$ cat src/rtl/act_unit_arbiter.sv
// act_unit_arbiter
//   Round-robin arbiter that shares one activation unit (ReLU / sigmoid)
//   among NUM_REQ neuron requesters. The accepted operand and mode are
//   registered toward the unit. A tag pipeline follows the unit's fixed
//   latency so that each result is written into an output FIFO together
//   with its requester id. Credit-based issue means results are never
//   dropped and act_y_i never needs back-pressure.
//
// Ports
//   clk_i, rst_i    clock, synchronous active-high reset
//   req_valid_i     per-requester request valid
//   req_ready_o     one-hot accept (all zero when out of credit)
//   req_data_i      flattened accumulators, 2*DATA_WIDTH each
//   req_sel_i       per-requester mode (0 = ReLU, 1 = sigmoid)
//   act_x_o         registered operand to the activation unit
//   act_sel_o       registered mode to the activation unit
//   act_y_i         activation unit result, ACT_LATENCY after act_x_o
//   out_valid_o     FIFO head valid
//   out_ready_i     downstream ready
//   out_data_o      FIFO head result
//   out_id_o        FIFO head originating requester
//   stall_cnt_o     only with ACT_UNIT_ARBITER_STATS_EN: count of cycles
//                   lost to credit exhaustion (saturating)
//
// Build option: define ACT_UNIT_ARBITER_STATS_EN to add stall_cnt_o.

module act_unit_arbiter #(
  parameter int NUM_REQ     = 4,
  parameter int DATA_WIDTH  = 16,
  parameter int ACT_LATENCY = 1,
  parameter int FIFO_DEPTH  = 4,
  parameter int ID_WIDTH    = 2
) (
  input  logic                            clk_i,
  input  logic                            rst_i,
  input  logic [NUM_REQ-1:0]              req_valid_i,
  output logic [NUM_REQ-1:0]              req_ready_o,
  input  logic [NUM_REQ*2*DATA_WIDTH-1:0] req_data_i,
  input  logic [NUM_REQ-1:0]              req_sel_i,
  output logic [2*DATA_WIDTH-1:0]         act_x_o,
  output logic                            act_sel_o,
  input  logic [DATA_WIDTH-1:0]           act_y_i,
  output logic                            out_valid_o,
  input  logic                            out_ready_i,
  output logic [DATA_WIDTH-1:0]           out_data_o,
  output logic [ID_WIDTH-1:0]             out_id_o
`ifdef ACT_UNIT_ARBITER_STATS_EN
  ,
  output logic [31:0]                     stall_cnt_o
`endif
);

  localparam int XW = 2 * DATA_WIDTH;
  localparam int PW = (NUM_REQ > 1) ? $clog2(NUM_REQ) : 1;
  localparam int AW = $clog2(FIFO_DEPTH);
  // wide enough for fifo_count + inflight_count, each bounded by FIFO_DEPTH
  localparam int CW = $clog2(FIFO_DEPTH) + 2;
  localparam int EW = ID_WIDTH + DATA_WIDTH;

  logic [PW-1:0]             rr_ptr_q, rr_ptr_d;
  logic [XW-1:0]             act_x_q;
  logic                      act_sel_q;
  logic [ACT_LATENCY:0]      tag_v_q;
  logic [ID_WIDTH-1:0]       tag_id_q [ACT_LATENCY+1];
  logic [EW-1:0]             mem_q [FIFO_DEPTH];
  logic [AW-1:0]             wr_ptr_q, rd_ptr_q;
  logic [CW-1:0]             fifo_cnt_q, fifo_cnt_d;
  logic [CW-1:0]             infl_q, infl_d;

  logic [NUM_REQ-1:0]        gnt;
  logic [PW-1:0]             gnt_idx;
  logic [PW-1:0]             idx;
  logic                      found;
  logic                      credit_ok;
  logic                      accept;
  logic                      wb;
  logic                      pop;

  assign credit_ok = (fifo_cnt_q + infl_q) < CW'(FIFO_DEPTH);

  // Round-robin search starting at the pointer; the grant is suppressed
  // entirely when no credit is left.
  always_comb begin
    gnt     = '0;
    gnt_idx = '0;
    idx     = '0;
    found   = 1'b0;
    for (int i = 0; i < NUM_REQ; i++) begin
      idx = PW'((int'(rr_ptr_q) + i) % NUM_REQ);
      if (!found && req_valid_i[idx]) begin
        found      = 1'b1;
        gnt[idx]   = 1'b1;
        gnt_idx    = idx;
      end
    end
    if (!credit_ok) begin
      gnt = '0;
    end
  end

  assign req_ready_o = gnt;
  assign accept      = |gnt;
  assign wb          = tag_v_q[ACT_LATENCY];
  assign pop         = out_valid_o && out_ready_i;

  always_comb begin
    rr_ptr_d   = rr_ptr_q;
    fifo_cnt_d = fifo_cnt_q + CW'(wb) - CW'(pop);
    infl_d     = infl_q + CW'(accept) - CW'(wb);
    if (accept) begin
      rr_ptr_d = PW'((int'(gnt_idx) + 1) % NUM_REQ);
    end
  end

  always_ff @(posedge clk_i) begin
    if (rst_i) begin
      rr_ptr_q   <= '0;
      act_x_q    <= '0;
      act_sel_q  <= 1'b0;
      tag_v_q    <= '0;
      wr_ptr_q   <= '0;
      rd_ptr_q   <= '0;
      fifo_cnt_q <= '0;
      infl_q     <= '0;
    end else begin
      rr_ptr_q   <= rr_ptr_d;
      fifo_cnt_q <= fifo_cnt_d;
      infl_q     <= infl_d;
      if (accept) begin
        act_x_q   <= req_data_i[int'(gnt_idx)*XW +: XW];
        act_sel_q <= req_sel_i[gnt_idx];
      end
      for (int i = ACT_LATENCY; i > 0; i--) begin
        tag_v_q[i] <= tag_v_q[i-1];
      end
      tag_v_q[0] <= accept;
      if (wb) begin
        wr_ptr_q <= wr_ptr_q + AW'(1);
      end
      if (pop) begin
        rd_ptr_q <= rd_ptr_q + AW'(1);
      end
    end
  end

  // Payload storage carries no reset; validity is tracked by tag_v_q and
  // fifo_cnt_q.
  always_ff @(posedge clk_i) begin
    for (int i = ACT_LATENCY; i > 0; i--) begin
      tag_id_q[i] <= tag_id_q[i-1];
    end
    tag_id_q[0] <= ID_WIDTH'(gnt_idx);
    if (wb) begin
      mem_q[wr_ptr_q] <= {tag_id_q[ACT_LATENCY], act_y_i};
    end
  end

  assign act_x_o                = act_x_q;
  assign act_sel_o              = act_sel_q;
  assign out_valid_o            = (fifo_cnt_q != '0);
  assign {out_id_o, out_data_o} = mem_q[rd_ptr_q];

`ifdef ACT_UNIT_ARBITER_STATS_EN
  logic [31:0] stall_cnt_q;

  always_ff @(posedge clk_i) begin
    if (rst_i) begin
      stall_cnt_q <= '0;
    end else if (|req_valid_i && !credit_ok && (stall_cnt_q != 32'hFFFF_FFFF)) begin
      stall_cnt_q <= stall_cnt_q + 32'd1;
    end
  end

  assign stall_cnt_o = stall_cnt_q;
`else
  // statistics counter not built
`endif

endmodule

$ cat config.mk
export PLATFORM = sky130hd
export DESIGN_NAME = act_unit_arbiter
export DESIGN_NICKNAME = d
export VERILOG_FILES = /design/src/rtl/act_unit_arbiter.sv
export SDC_FILE = /design/constraint.sdc
export NUM_CORES = 1
export LEC_CHECK = 0
export CAP_MARGIN = 20
export CELL_PAD_IN_SITES_DETAIL_PLACEMENT = 1
export CELL_PAD_IN_SITES_GLOBAL_PLACEMENT = 1
export CORE_ASPECT_RATIO = 1.5
export CORE_MARGIN = 1
export CORE_UTILIZATION = 33
export DETAILED_ROUTE_END_ITERATION = 12
export PLACE_DENSITY_LB_ADDON = 0.05
export SYNTH_ARGS = -nofsm -noshare
export SYNTH_HDL_FRONTEND = slang
export SYNTH_SLANG_ARGS = --single-unit
$ cat constraint.sdc
create_clock -name clk_i -period 3.2 [get_ports clk_i]
set_input_delay 0.48 -clock clk_i [delete_from_list [all_inputs] [get_ports clk_i]]
set_output_delay 0.48 -clock clk_i [all_outputs]
set_load 0.005 [all_outputs]
# ---- After elaboration in Yosys (flattened, before gate mapping)
# Memory sizes are Yosys's and may differ from the RTL's. A register that Yosys moved wholly into a read port is not among the register bits.
# Cells that the tools add are included.
dict set report totals {
  regBits 49
  ramBits 76
  in_bits 155
  output_inout_bits 56
  mem_count 2
}
# name words word_bits rd rd_ports_with_merged_regs write_ports line_no
set memory_table {}
lappend memory_table {mem_q 4 18 1 1 1 65} ;# logic [EW-1:0] mem_q [FIFO_DEPTH];
lappend memory_table {tag_id_q 2 2 2 0 2 64} ;# logic [ID_WIDTH-1:0] tag_id_q [ACT_LATENCY+1];
dict set report classes {
  add_sub_neg 11
  order_cmp 10
  n_shift 1
  muxes 34
  n_bitwise 3
  n_reduce_logical 13
}
# cell n
set ops {}
lappend ops {{indexed part select 128 x 8 -> 32 bit} 1}
lappend ops {{2-to-1 mux 4 bit} 5}
lappend ops {{less-than comparator 2 x 3 -> 1 bit, second input constant} 5}
lappend ops {{2-to-1 mux 1 bit} 14}
lappend ops {{2-to-1 mux 2 bit} 6}
lappend ops {{OR 4 bit} 3}
lappend ops {{binary-select mux 1 bit (select 2 bit)} 5}
lappend ops {{adder 2 x 1 -> 2 bit, second input constant} 4}
lappend ops {{adder 4 x 1 -> 4 bit} 2}
lappend ops {{demux 1 bit (select 2 bit)} 4}
lappend ops {{greater-or-equal comparator 2 x 1 -> 1 bit, second input constant} 4}
lappend ops {{logical AND 1 bit} 8}
lappend ops {{subtractor 4 x 1 -> 4 bit} 2}
lappend ops {{adder 2 bit, second input constant} 2}
lappend ops {{adder 4 bit} 1}
lappend ops {{less-than comparator 4 x 3 -> 1 bit, second input constant} 1}
lappend ops {{nonzero test 4 bit} 1}
lappend ops {{OR reduction 4 bit} 1}
lappend ops {{logical NOT 1 bit} 3}

# ---- Depth between registers and ports, before layout
# Gate-level depths: netlist (run 1).
dict set report logic_depth {
  depth_word 16
  depth_mapped 16
}

# ---- Least setup slack after synthesis (run 1)
# No wires, ideal clock.
dict set report synth_timing {
  kind {register to register}
  start {register rr_ptr_q[0]}
  end {register infl_q[2]}
  setup_ns 0.128
  t_arrival_ns 3.288
  setup_slack_ns -0.216
  path_stages_with_launch 15
  period_less_slack_ns 3.416
  cell_sequence {dfxtp_1 -> buf_2 -> inv_1 -> ha_1 -> or3b_4 -> a2111oi_4 -> a211oi_2 -> o2bb2ai_4 -> nand2_1 -> ha_1 -> inv_1 -> ha_1 -> fa_1 -> xnor2_1 -> nor2_1}
}
dict set report synth_via {
  elab_chain_cells 16
  word_cells_on_any_way 51
  cone_classes {5 x add/sub; 8 x order compare; 24 x mux; 3 x bitwise; 11 x reduce/logical}
}
# element line_no
set synth_lines {}
lappend synth_lines {{from (decl)} 60} ;# logic [PW-1:0] rr_ptr_q, rr_ptr_d;
lappend synth_lines {{from (signal assigned)} 126} ;# rr_ptr_q <= rr_ptr_d;
lappend synth_lines {{parallel branches: the longest is 11 deep, another holds less-than comparator 2 x 3 -> 1 bit} n/a}
lappend synth_lines {{2-to-1 mux 4 bit (*)} 90} ;# if (!found && req_valid_i[idx]) begin
lappend synth_lines {{2-to-1 mux 4 bit (*)} 96} ;# if (!credit_ok) begin
lappend synth_lines {{OR reduction 4 bit (*)} 102} ;# assign accept = |gnt;
lappend synth_lines {{adder 4 x 1 -> 4 bit (*)} 109} ;# infl_d = infl_q + CW'(accept) - CW'(wb);
lappend synth_lines {{subtractor 4 x 1 -> 4 bit (*)} 109}
lappend synth_lines {{to (signal assigned)} 128} ;# infl_q <= infl_d;
lappend synth_lines {{to (decl)} 68} ;# logic [CW-1:0] infl_q, infl_d;
# Every way passes the cells marked *. The select of a mux whose other input is x is not followed.
# A chain may end at the register's enable or synchronous reset.

# ---- Final worst setup path (run 1)
dict set report layout_timing {
  start {input port req_valid_i[3]}
  end {output port req_ready_o[1]}
}
dict set report layout_via {
  elab_chain_cells 13
  word_cells_on_any_way 25
  cone_classes {16 x mux; 3 x bitwise; 6 x reduce/logical}
}
# element line_no
set layout_lines {}
lappend layout_lines {{from (decl)} 36} ;# input logic [NUM_REQ-1:0] req_valid_i,
lappend layout_lines {{binary-select mux 1 bit (select 2 bit)} 90}
lappend layout_lines {{2-to-1 mux 1 bit (implied by the code)} 90}
lappend layout_lines {{2-to-1 mux 1 bit} 90}
lappend layout_lines {{logical NOT 1 bit} 90}
lappend layout_lines {{logical AND 1 bit} 90}
lappend layout_lines {{2-to-1 mux 1 bit} 90}
lappend layout_lines {{logical NOT 1 bit} 90}
lappend layout_lines {{logical AND 1 bit} 90}
lappend layout_lines {{2-to-1 mux 1 bit} 90}
lappend layout_lines {{logical NOT 1 bit} 90}
lappend layout_lines {{logical AND 1 bit} 90}
lappend layout_lines {{2-to-1 mux 4 bit (*)} 90}
lappend layout_lines {{2-to-1 mux 4 bit (*)} 96}
lappend layout_lines {{to (decl)} 37} ;# output logic [NUM_REQ-1:0] req_ready_o,
# Mark *: on every way between the ends. The rest lies on a longest branch, timed or not. The select of a mux whose other input is x is not followed.

==> results of run 1 <==
## metal layers
| metal | vias up | track usage | wire length [microns] |
|---|---|---|---|
| met4 | 0 | 0.0655 | 370 |
| met1 | 2125 | 0.202 | 6380 |
| met5 | - | 0 | 0 |
| met2 | 165 | 0.345 | 9180 |
| met3 | 25 | 0.0551 | 1070 |
| li1 | 1979 | - | - |
## metrics by stage
| step | worst slack, ns | total power (W) |
|---|---|---|
| final | 0.0857 | 0.00733 |
| after global placement | -0.126 | 0.00546 |
| after detailed placement | -0.249 | 0.00554 |
| after floorplan | 0.0180 | 0.00415 |
| after CTS | 0.00615 | 0.00745 |
| after global routing | -0.00585 | 0.00778 |
## path summary, 6_finish.rpt
kind / end / start / cells past startpoint
hold reg to reg: tag_id_q[0][2] / tag_id_q[0][0] / 0
setup reg to reg: infl_q[1] / rr_ptr_q[0] / 13
hold / removal: tag_id_q[0][2] / tag_id_q[0][0] / 0
setup / recovery: req_ready_o[1] / req_valid_i[3] / 8
## layout by cell type, fill, tap and decap left out, types with 5 or more instances in the layout
master	netlist	layout
nor2_1	14	14
nand2b_1	7	7
mux4_2	45	45
inv_1	15	13
xnor2_1	7	7
nand2_1	9	9
clkbuf_16	0	17
ha_1	22	21
buf_4	5	20
and2_1	5	5
clkdlybuf4s50_1	0	206
nor2b_1	5	5
mux4_1	9	9
inv_6	0	7
a21oi_1	10	9
edfxtp_1	72	72
a22o_1	33	33
dfxtp_1	55	53
## layout make-up
class                           instances  area [sq um]
Timing Repair Buffer                  235          2340
Tap cell                              217           272
Multi-Input combinational cell        211          2590
Inverter                               15          56.3
Fill cell                            1741          8840
Clock buffer                           17           425
Clock inverter                         15           148
Sequential cell                       127          3270
## cell families after synthesis
logic type | after synthesis | share of synthesized area
and+or+nand+nor | 51 | 0.0465
buffers and inverters | 38 | 0.0360
AOI/OAI and AO/OA | 67 | 0.0962
DFF | 127 | 0.539
xor gates and xnor gates | 10 | 0.0145
muxes | 59 | 0.215
adders and majority gates | 24 | 0.0521
## sequential cells by signal, indices dropped and copies added, names as in the netlist, named ones only
register	cells
infl_q	4
wr_ptr_q	2
fifo_cnt_q	4
act_x_o	32
tag_id_q	4
mem_q	72
tag_v_q	2
act_sel_o	1
rd_ptr_q	2
rr_ptr_q	2
## timing repair
item	CTS	global route
pin swaps	1	3
gates resized for setup	6	5
endpoints found under the setup margin	4	7
setup buffers	1	0
## power by group
part	internal, W	switching, W
Sequential	0.00207	0.000179
Combinational	0.00184	0.00136
Clock	0.00109	0.000781
Total	0.00501	0.00232
==> run summary, run 1 <==
The category of the worst setup path launch point is a primary input. The area added between synthesis and finish works out to 50.4%. Delay contributed by the slowest stage of the critical path: 0.49 ns. The H-tree generated during clock tree synthesis spans 4 levels. The worst slew margin relative to its limit was 0.323.

For the pin with the worst max-slew slack, the measured transition is 1.02 ns. Worst hold-check slack: 0.328 ns. Yosys mapped a number of flops with a built-in enable equal to 72. The die is 113 microns wide.

The residual DRC count was 0; the count of buffering cells on the critical path with inverters included was 4. In this run the tool buffered the top-level ports with 210 buffer cells. The synthesized netlist occupies a cell area of 0.00605 sq mm.

The cell sitting at the root of the clock tree is a clkbuf_16. The analysis attributes to cell leakage a power of 3.26 nW. Hold violation total from the final report: 0. TritonCTS built the clock tree. The worst setup path is captured at an output port. Of all nets on the critical path, the largest fanout is 5. The logs give 0.539 for the post-synthesis sequential area ratio and 211 for the I/O pin count. The detailed router finished its first iteration with 151 violations. The async set-or-reset flop fraction in the synthesized netlist is 0, and the number of warnings reported in the yosys synthesis log is 0. The fraction of layout instances using a drive strength above 1 was 0.190; the gate count after technology mapping was 376. The tools report the net total in the final layout as 786. 0 antenna diodes ended up in the layout. Max-cap violations in this run came to 0. The ratio of final minimum period to clock period is 0.973, and the total global-route track usage is 0.187. For the final HPWL from detailed placement, the log shows 13000 microns. The most common cell in the synthesized netlist was edfxtp_1. Sorting the synthesized cells by how often they occur yields 72 x edfxtp_1, 55 x dfxtp_1, 45 x mux4_2. For the worst endpoint data arrival time, the log shows 2.63 ns. The flip-flop and latch count after synthesis is 127, and the final weighted congestion in routability-driven placement is 0.771.

In the final timing run, aggregate negative setup slack is 0 ns. Master of the slowest instance on the critical path: mux4_2. The core utilization of the finished layout was 0.507; the number of buffers added to fix hold violations after cts was 0.

Overflow left after global routing: 0. The worst setup path is of the primary input to output port kind. The final layout contains routed wiring with a total length of 17000 microns. The logs give 0 for the total count of max-transition violations in the final report and 321 MHz for the peak clock frequency supported by timing. The die is 168 microns tall. The most repeated library cell on the critical path was buf_4. The run gives 0.0179 sq mm as the floorplan core area. In this run the power density over the cells is 806 mW/mm^2. For the via count of the first global-routing pass, the log shows 4817. Clock tree synthesis found a total of 127 sinks. The leading register cell type out of synthesis is edfxtp_1. The total nets after synthesis was 555. On the critical path the largest part of the delay comes from buffers and inverters. In the post-synthesis netlist, the biggest area contributors are edfxtp_1 36%, dfxtp_1 18%, mux4_2 17%, a22o_1 4.8%, ha_1 4.6%. The run gives 1 as the number of antenna violations at the first check in global routing.

Clock tree synthesis inserted a total of 17 buffers. The smallest clock period supported by the final layout is computed as 3.11 ns. The average cell area after synthesis works out to 16.1 sq um.

The biggest area contributor in the post-synthesis netlist is edfxtp_1. The flow ran to the end, and the final reports show no timing, DRC or antenna violations. In the final routed layout, each cell accounts on average for 20.3 microns. Setup repair after global routing could not meet its margin everywhere. The clock arrives with 0.00935 ns of skew. For the starting density of the core, the log shows 0.337. The clock insertion delay at the later pin of the skew report is 0.42 ns, and the clock-pin slew on the worst setup and hold paths is 0.06 ns. The detail-routed via count per cell came out at 5.13. Across the VDD grid, the largest voltage drop is 0.366 mV. For this block, the via count after detailed routing is 4294. The proportion of netlist area held by the largest area contributor is 0.357. The total iterations of the first detailed-routing run was 4; the die footprint was 0.0189 sq mm.

Once detail routing completed, the nets flagged for antenna violations numbered 0. Setup violations remaining at the end of the flow were counted as 0. Walking the worst path, the cells encountered are clkdlybuf4s50_1 -> buf_4 -> mux4_2 -> and2b_1 -> buf_4 -> a222oi_1 -> a21oi_1 -> dlygate4sd2_1. The logs give 0.14 ns for the setup slack on the worst flop-to-flop path and 804 for the number of placed instances with taps included. After detailed placement, the total cell area comes to 0.00850 sq mm. Entering global routing, the biggest net connects 36 pins.

Cell row count: 60. Path category of the worst min-delay check: flip-flop to flip-flop. The tools report the data required time of the critical path as 2.72 ns.

The tools report the cell area after layout as 0.00910 sq mm. Counting distinct cell types in the post-synthesis netlist gives 50. The clock passes through at most 2 buffers.

The first global-routing pass estimated 26200 microns of wire. Once layout is complete, the cells apart from fillers number 837.
Power figures use the tool's default switching activity.
==> inputs of run 2 (changes only) <==
--- a/config.mk
+++ b/config.mk
@@ -13,6 +13,7 @@
 export CORE_UTILIZATION = 33
 export DETAILED_ROUTE_END_ITERATION = 12
 export PLACE_DENSITY_LB_ADDON = 0.05
+export REMOVE_ABC_BUFFERS = 1
 export SYNTH_ARGS = -nofsm -noshare
 export SYNTH_HDL_FRONTEND = slang
 export SYNTH_SLANG_ARGS = --single-unit
==> run 2 against run 1 <==
Effect of this change:
- core utilization increased by 0.40 points
- register-to-register slack got worse by 0.02 ns
- first-iteration DRC count increased by 5.3%
- non-clock buffer count increased by 6
- sequential share of layout area decreased by 0.31 points
- cell count increased by 0.72%
- largest power group unchanged
- maximum frequency increased by 0.98%
- combinational power increased by 1%
- die area unchanged
- critical path depth unchanged
- hold slack improved by 0.0041 ns
- clock power increased by 4%
==> run summary, run 2 (synthesis gave the netlist of run 1 again) <==
The run finished with clean final reports. The initialized floorplan defines 60 standard-cell rows. The analysis attributes to cell leakage a power of 3.31 nW. For the clock sink count, the log shows 127.

Dividing total power by cell area gives a power density of 811 mW/mm^2. After clock tree synthesis, the clock-pin slew on the worst setup and hold paths is 0.06 ns. The I/O pin count was 211.

Number of antenna violations at the first check in global routing: 0. For the final routed database, the setup TNS stands at 0 ns. Critical setup path kind: primary input to output port. The ratio of final minimum period to clock period was 0.964. In the layout the commonest cells are 205 x clkdlybuf4s50_1, 72 x edfxtp_1, 53 x dfxtp_1. Setup repair after global routing left no endpoint under its margin.

For the total global-route track usage, the log shows 0.189. VDD sags by at most 0.369 mV. Die footprint: 0.0189 sq mm. Path category of the worst min-delay check: flip-flop to flip-flop. Max-cap violations in this run came to 0. In this run the worst path has a maximum fanout of 8. The final route contains 4318 vias. The residual antenna-violating net count after detailed routing was 0; the total count of max-transition violations in the final report was 0.

The first global-routing pass estimated 26700 microns of wire. The number of clock buffers added by TritonCTS is 17. Setup violations remaining at the end of the flow were counted as 0.

The run gives 2.72 ns as the data required time of the critical path. The floorplan step set the die height to 168 microns. The worst slew margin relative to its limit was 0.315. The tools report the peak clock frequency supported by timing as 324 MHz. During placement, the flow inserted port buffers numbering 210.

The number of placed instances with taps included is 807, and the final weighted congestion in routability-driven placement is 0.784. For this design, the CTS-stage hold fixing added 0 buffers. The run gives 36 as the largest net degree at the start of global routing. The hold violation total from the final report is 0.

Commonest non-fill, non-tap cell in the layout: clkdlybuf4s50_1. H-tree depth: 4. TritonCTS built the clock tree. Using the TritonRoute via totals, the vias-per-cell ratio works out to 5.12.

For the routed wire length, the log shows 17100 microns. The starting density of the core was 0.337. The via count of the first global-routing pass is 4933, and the total iterations of the first detailed-routing run is 6.

The category of the worst setup path launch point is a primary input. The average wire per standard cell was 20.2 microns; the residual DRC count was 0. For this run, the post-layout net count is 792. The fraction of layout instances using a drive strength above 1 was 0.200; the flip-flop count of the largest register, all copies and words added was 72.

Compared with the post-synthesis result, the final layout area differs by 51.6%. Data on the critical path arrives at its endpoint at 2.60 ns. The tree is rooted in a clkbuf_16. The later pin in the worst-skew pair is clocked with a latency of 0.42 ns.

The run gives 1783 as the number of fill cells. The final HPWL from detailed placement is 12800 microns, and the post-route non-filler standard cell count is 843. The tools report the core utilization of the finished layout as 0.511. The logs give 0 for the count of inserted antenna diode cells and 159 for the first-iteration detailed-routing DRC count. Overflow left after global routing: 0.

The category of the worst setup path capture point is an output port. The clock passes through at most 2 buffers. The most flop-heavy register was mem_q.

In this run the horizontal extent of the chip is 113 microns. The shortest clock period the worst path allows after layout is 3.08 ns, and the floorplan core area is 0.0179 sq mm. The setup skew after layout is 0.0129 ns. The actual slew at the worst max-slew pin works out to 1.03 ns.
==> run 2: cell count changes in the layout (fill, tap and decap cells not counted), sizes merged <==
cell / previous run / this run
buf: 25 / 31
clkdlybuf4s50: 206 / 205
clkinv: 4 / 2
dlymetal6s2s: 0 / 1
inv: 24 / 26
==> run 2: through the flow <==
stage               worst slack, ns  hold slack [ns]  instance area, sq um  total power, W
floorplan                    -0.850            0.310                  5890         0.00400
global placement             -0.240            0.315                  8520         0.00549
detailed placement           -0.320            0.324                  8520         0.00556
CTS                          0.0712            0.339                  9150         0.00755
global route                 0.0103            0.343                  9170         0.00789
finish                        0.116            0.332                  9170         0.00744
==> run 2: final timing paths <==
kind | startpoint | endpoint | slack (ns) | cells past startpoint
worst min register to register | tag_id_q[0][1] | tag_id_q[0][3] | 0.33 | 0
worst max-delay path | req_valid_i[1] | req_ready_o[0] | 0.12 | 8
worst min-delay path | tag_id_q[0][1] | tag_id_q[0][3] | 0.33 | 0
worst max register to register | rr_ptr_q[0] | infl_q[1] | 0.12 | 13
==> run 2: report_power, final <==
group          internal, W  total [W]  leakage [nW]  switching, W
registers          0.00207    0.00225          1.10      0.000179
clock network      0.00111    0.00194         0.289      0.000825
logic              0.00188    0.00325          1.92       0.00137
total              0.00506    0.00744          3.31       0.00238
==> run 2: what timing repair did <==
action,CTS,global route
endpoints found under the setup margin,5,6
pin swaps,1,3
gates resized for setup,8,6
setup buffers,4,0
hold endpoints to repair,0,0
gates cloned,0,0
==> run 2: critical path: stages <==
cell and delay (ns):
clkdlybuf4s50_1 0.55, or3b_4 0.45, a2111oi_4 0.37, a21o_2 0.18, buf_4 0.13, nand2_1 0.05, a21oi_1 0.15, dlygate4sd2_1 0.25
==> run 2: final cells by class <==
class | count | area (sq um) | area share
well taps | 217 | 272 | 0.0296
repair buffers | 241 | 2390 | 0.260
multi-input cells | 211 | 2600 | 0.284
clock buffers | 17 | 425 | 0.0464
clock inverters | 15 | 164 | 0.0179
flip-flops and latches | 127 | 3270 | 0.356
inverters | 15 | 56.3 | 0.00614
==> run 2: layer usage <==
layer | share of wire | global-route usage
met1 | 0.37 | 0.199
met2 | 0.56 | 0.357
met3 | 0.055 | 0.0479
met4 | 0.016 | 0.0684
met5 | 0 | 0
==> RTL edit, RTL diff (config.mk and constraints of run 2) <==
Build with the macro `ACT_UNIT_ARBITER_STATS_EN` defined.
--- a/src/rtl/act_unit_arbiter.sv
+++ b/src/rtl/act_unit_arbiter.sv
@@ -25,2 +25,4 @@
 // Build option: define ACT_UNIT_ARBITER_STATS_EN to add stall_cnt_o.
+
+`define ACT_UNIT_ARBITER_STATS_EN
 
Function (old outputs only; new: stall_cnt_o): kept (equiv_simple and equiv_induct, registers matched by name and starting in step).
==> RTL edit against run 2 <==
  * Design area is 30% higher
  * Die area increased by 38%
  * Synthesized area is 39% higher
  * Total power rose by 9.9%
  * Combinational power grew 12%
  * Wire length is 42% higher
  * Critical path depth grew 5
  * Setup slack lost 0.045 ns
  * Largest cell class is now multi-input combinational cells
  * Critical path type is now reg -> reg
  * Sequential cell count grew 32
  * Critical endpoint is now infl_q[2]
  * Via count is 59% higher
  * Count of clock-buffer cells in the layout unchanged
==> RTL edit: results (changes against run 2) <==
metric	value	unit	change
post-CTS setup buffer count	1		was 4
Synth cell types	61		was 50
P_sw	2.85	mW	was 2.38 mW
crit-path leading delay family	adder cells		was buffers and inverters
layout cell share with drive strength beyond 1	0.158		was 0.200
ys flop type	dfxtp_1		was edfxtp_1
worst path arrival time	3.41	ns	was 2.60 ns
power in sequential cells	2.56	mW	was 2.25 mW
GR Util All Layers	0.189		about the same
adder-cell share of the synthesized area	0.0390		was 0.0521
first-pass GRT wire length	38700	um	was 26700 um
Finished Layout Cells	1345		was 843
largest net degree at the start of global routing	68		was 36
Routability Congestion	0.797		was 0.784
HPWL after detailed placement	17500	um	was 12800 um
Synth Area in XOR/XNOR	0.0320		was 0.0145
met1 Use GR	0.198		was 0.199
leakage	4.31	nW	was 3.31 nW
hold_sp	tag_id_q[0][0]		was tag_id_q[0][1]
maximum VDD drop	0.463	mV	was 0.369 mV
final net count	1184		was 792
post-synthesis mux area share	0.155		was 0.215
DR vias/cell	5.11		was 5.12
pre-CTS setup slack	-0.478	ns	was -0.320 ns
Commonest cells post-synth	dfxtp_1 (87), edfxtp_1 (72), o211ai_1 (67), inv_1 (52), nand2_1 (49)		was edfxtp_1 (72), dfxtp_1 (55), mux4_2 (45), a22o_1 (33), ha_1 (22)
Cell Area, Placed	0.0113	sq mm	was 0.00852 sq mm
DRT Pass-1 Iters	4		was 6
ranking of synthesized cells by area	edfxtp_1 (26%), dfxtp_1 (21%), o211ai_1 (6.0%), mux4_2 (5.6%), mux2_2 (5.1%)		was edfxtp_1 (36%), dfxtp_1 (18%), mux4_2 (17%), a22o_1 (4.8%), ha_1 (4.6%)
outcome	completed		unchanged
nature of the critical path endpoint	flip-flop		was output port
met2 Usage GRT	0.356		was 0.357
Inst Count DP	1310		was 807
DRT Wirelength	24300	um	was 17100 um
Worst Skew	0.00942	ns	was 0.0129 ns
-- RTL edit: cell types whose count changed after synthesis, sizes merged, moves of 10 or more --
| cell | run 2 | this run |
|---|---|---|
| o211ai | 0 | 67 |
| nand2 | 9 | 50 |
| mux2 | 2 | 40 |
| inv | 15 | 52 |
| mux2i | 3 | 38 |
| a22o | 33 | 0 |
| mux4 | 54 | 21 |
| o2111ai | 0 | 33 |
| dfxtp | 55 | 87 |
| nor2 | 15 | 45 |
| clkbuf | 4 | 27 |
| buf | 19 | 32 |
| xnor2 | 7 | 19 |
| nand3 | 2 | 12 |
-- RTL edit: cell type report --
type / instances / area [sq um] / share of cell area
sequential: 159 / 3910 / 0.327
clock inverter: 15 / 143 / 0.0119
clock buffer: 17 / 425 / 0.0356
timing repair buffer: 288 / 2800 / 0.235
multi-input combinational: 486 / 4060 / 0.340
tap: 328 / 410 / 0.0343
inverter: 52 / 195 / 0.0163
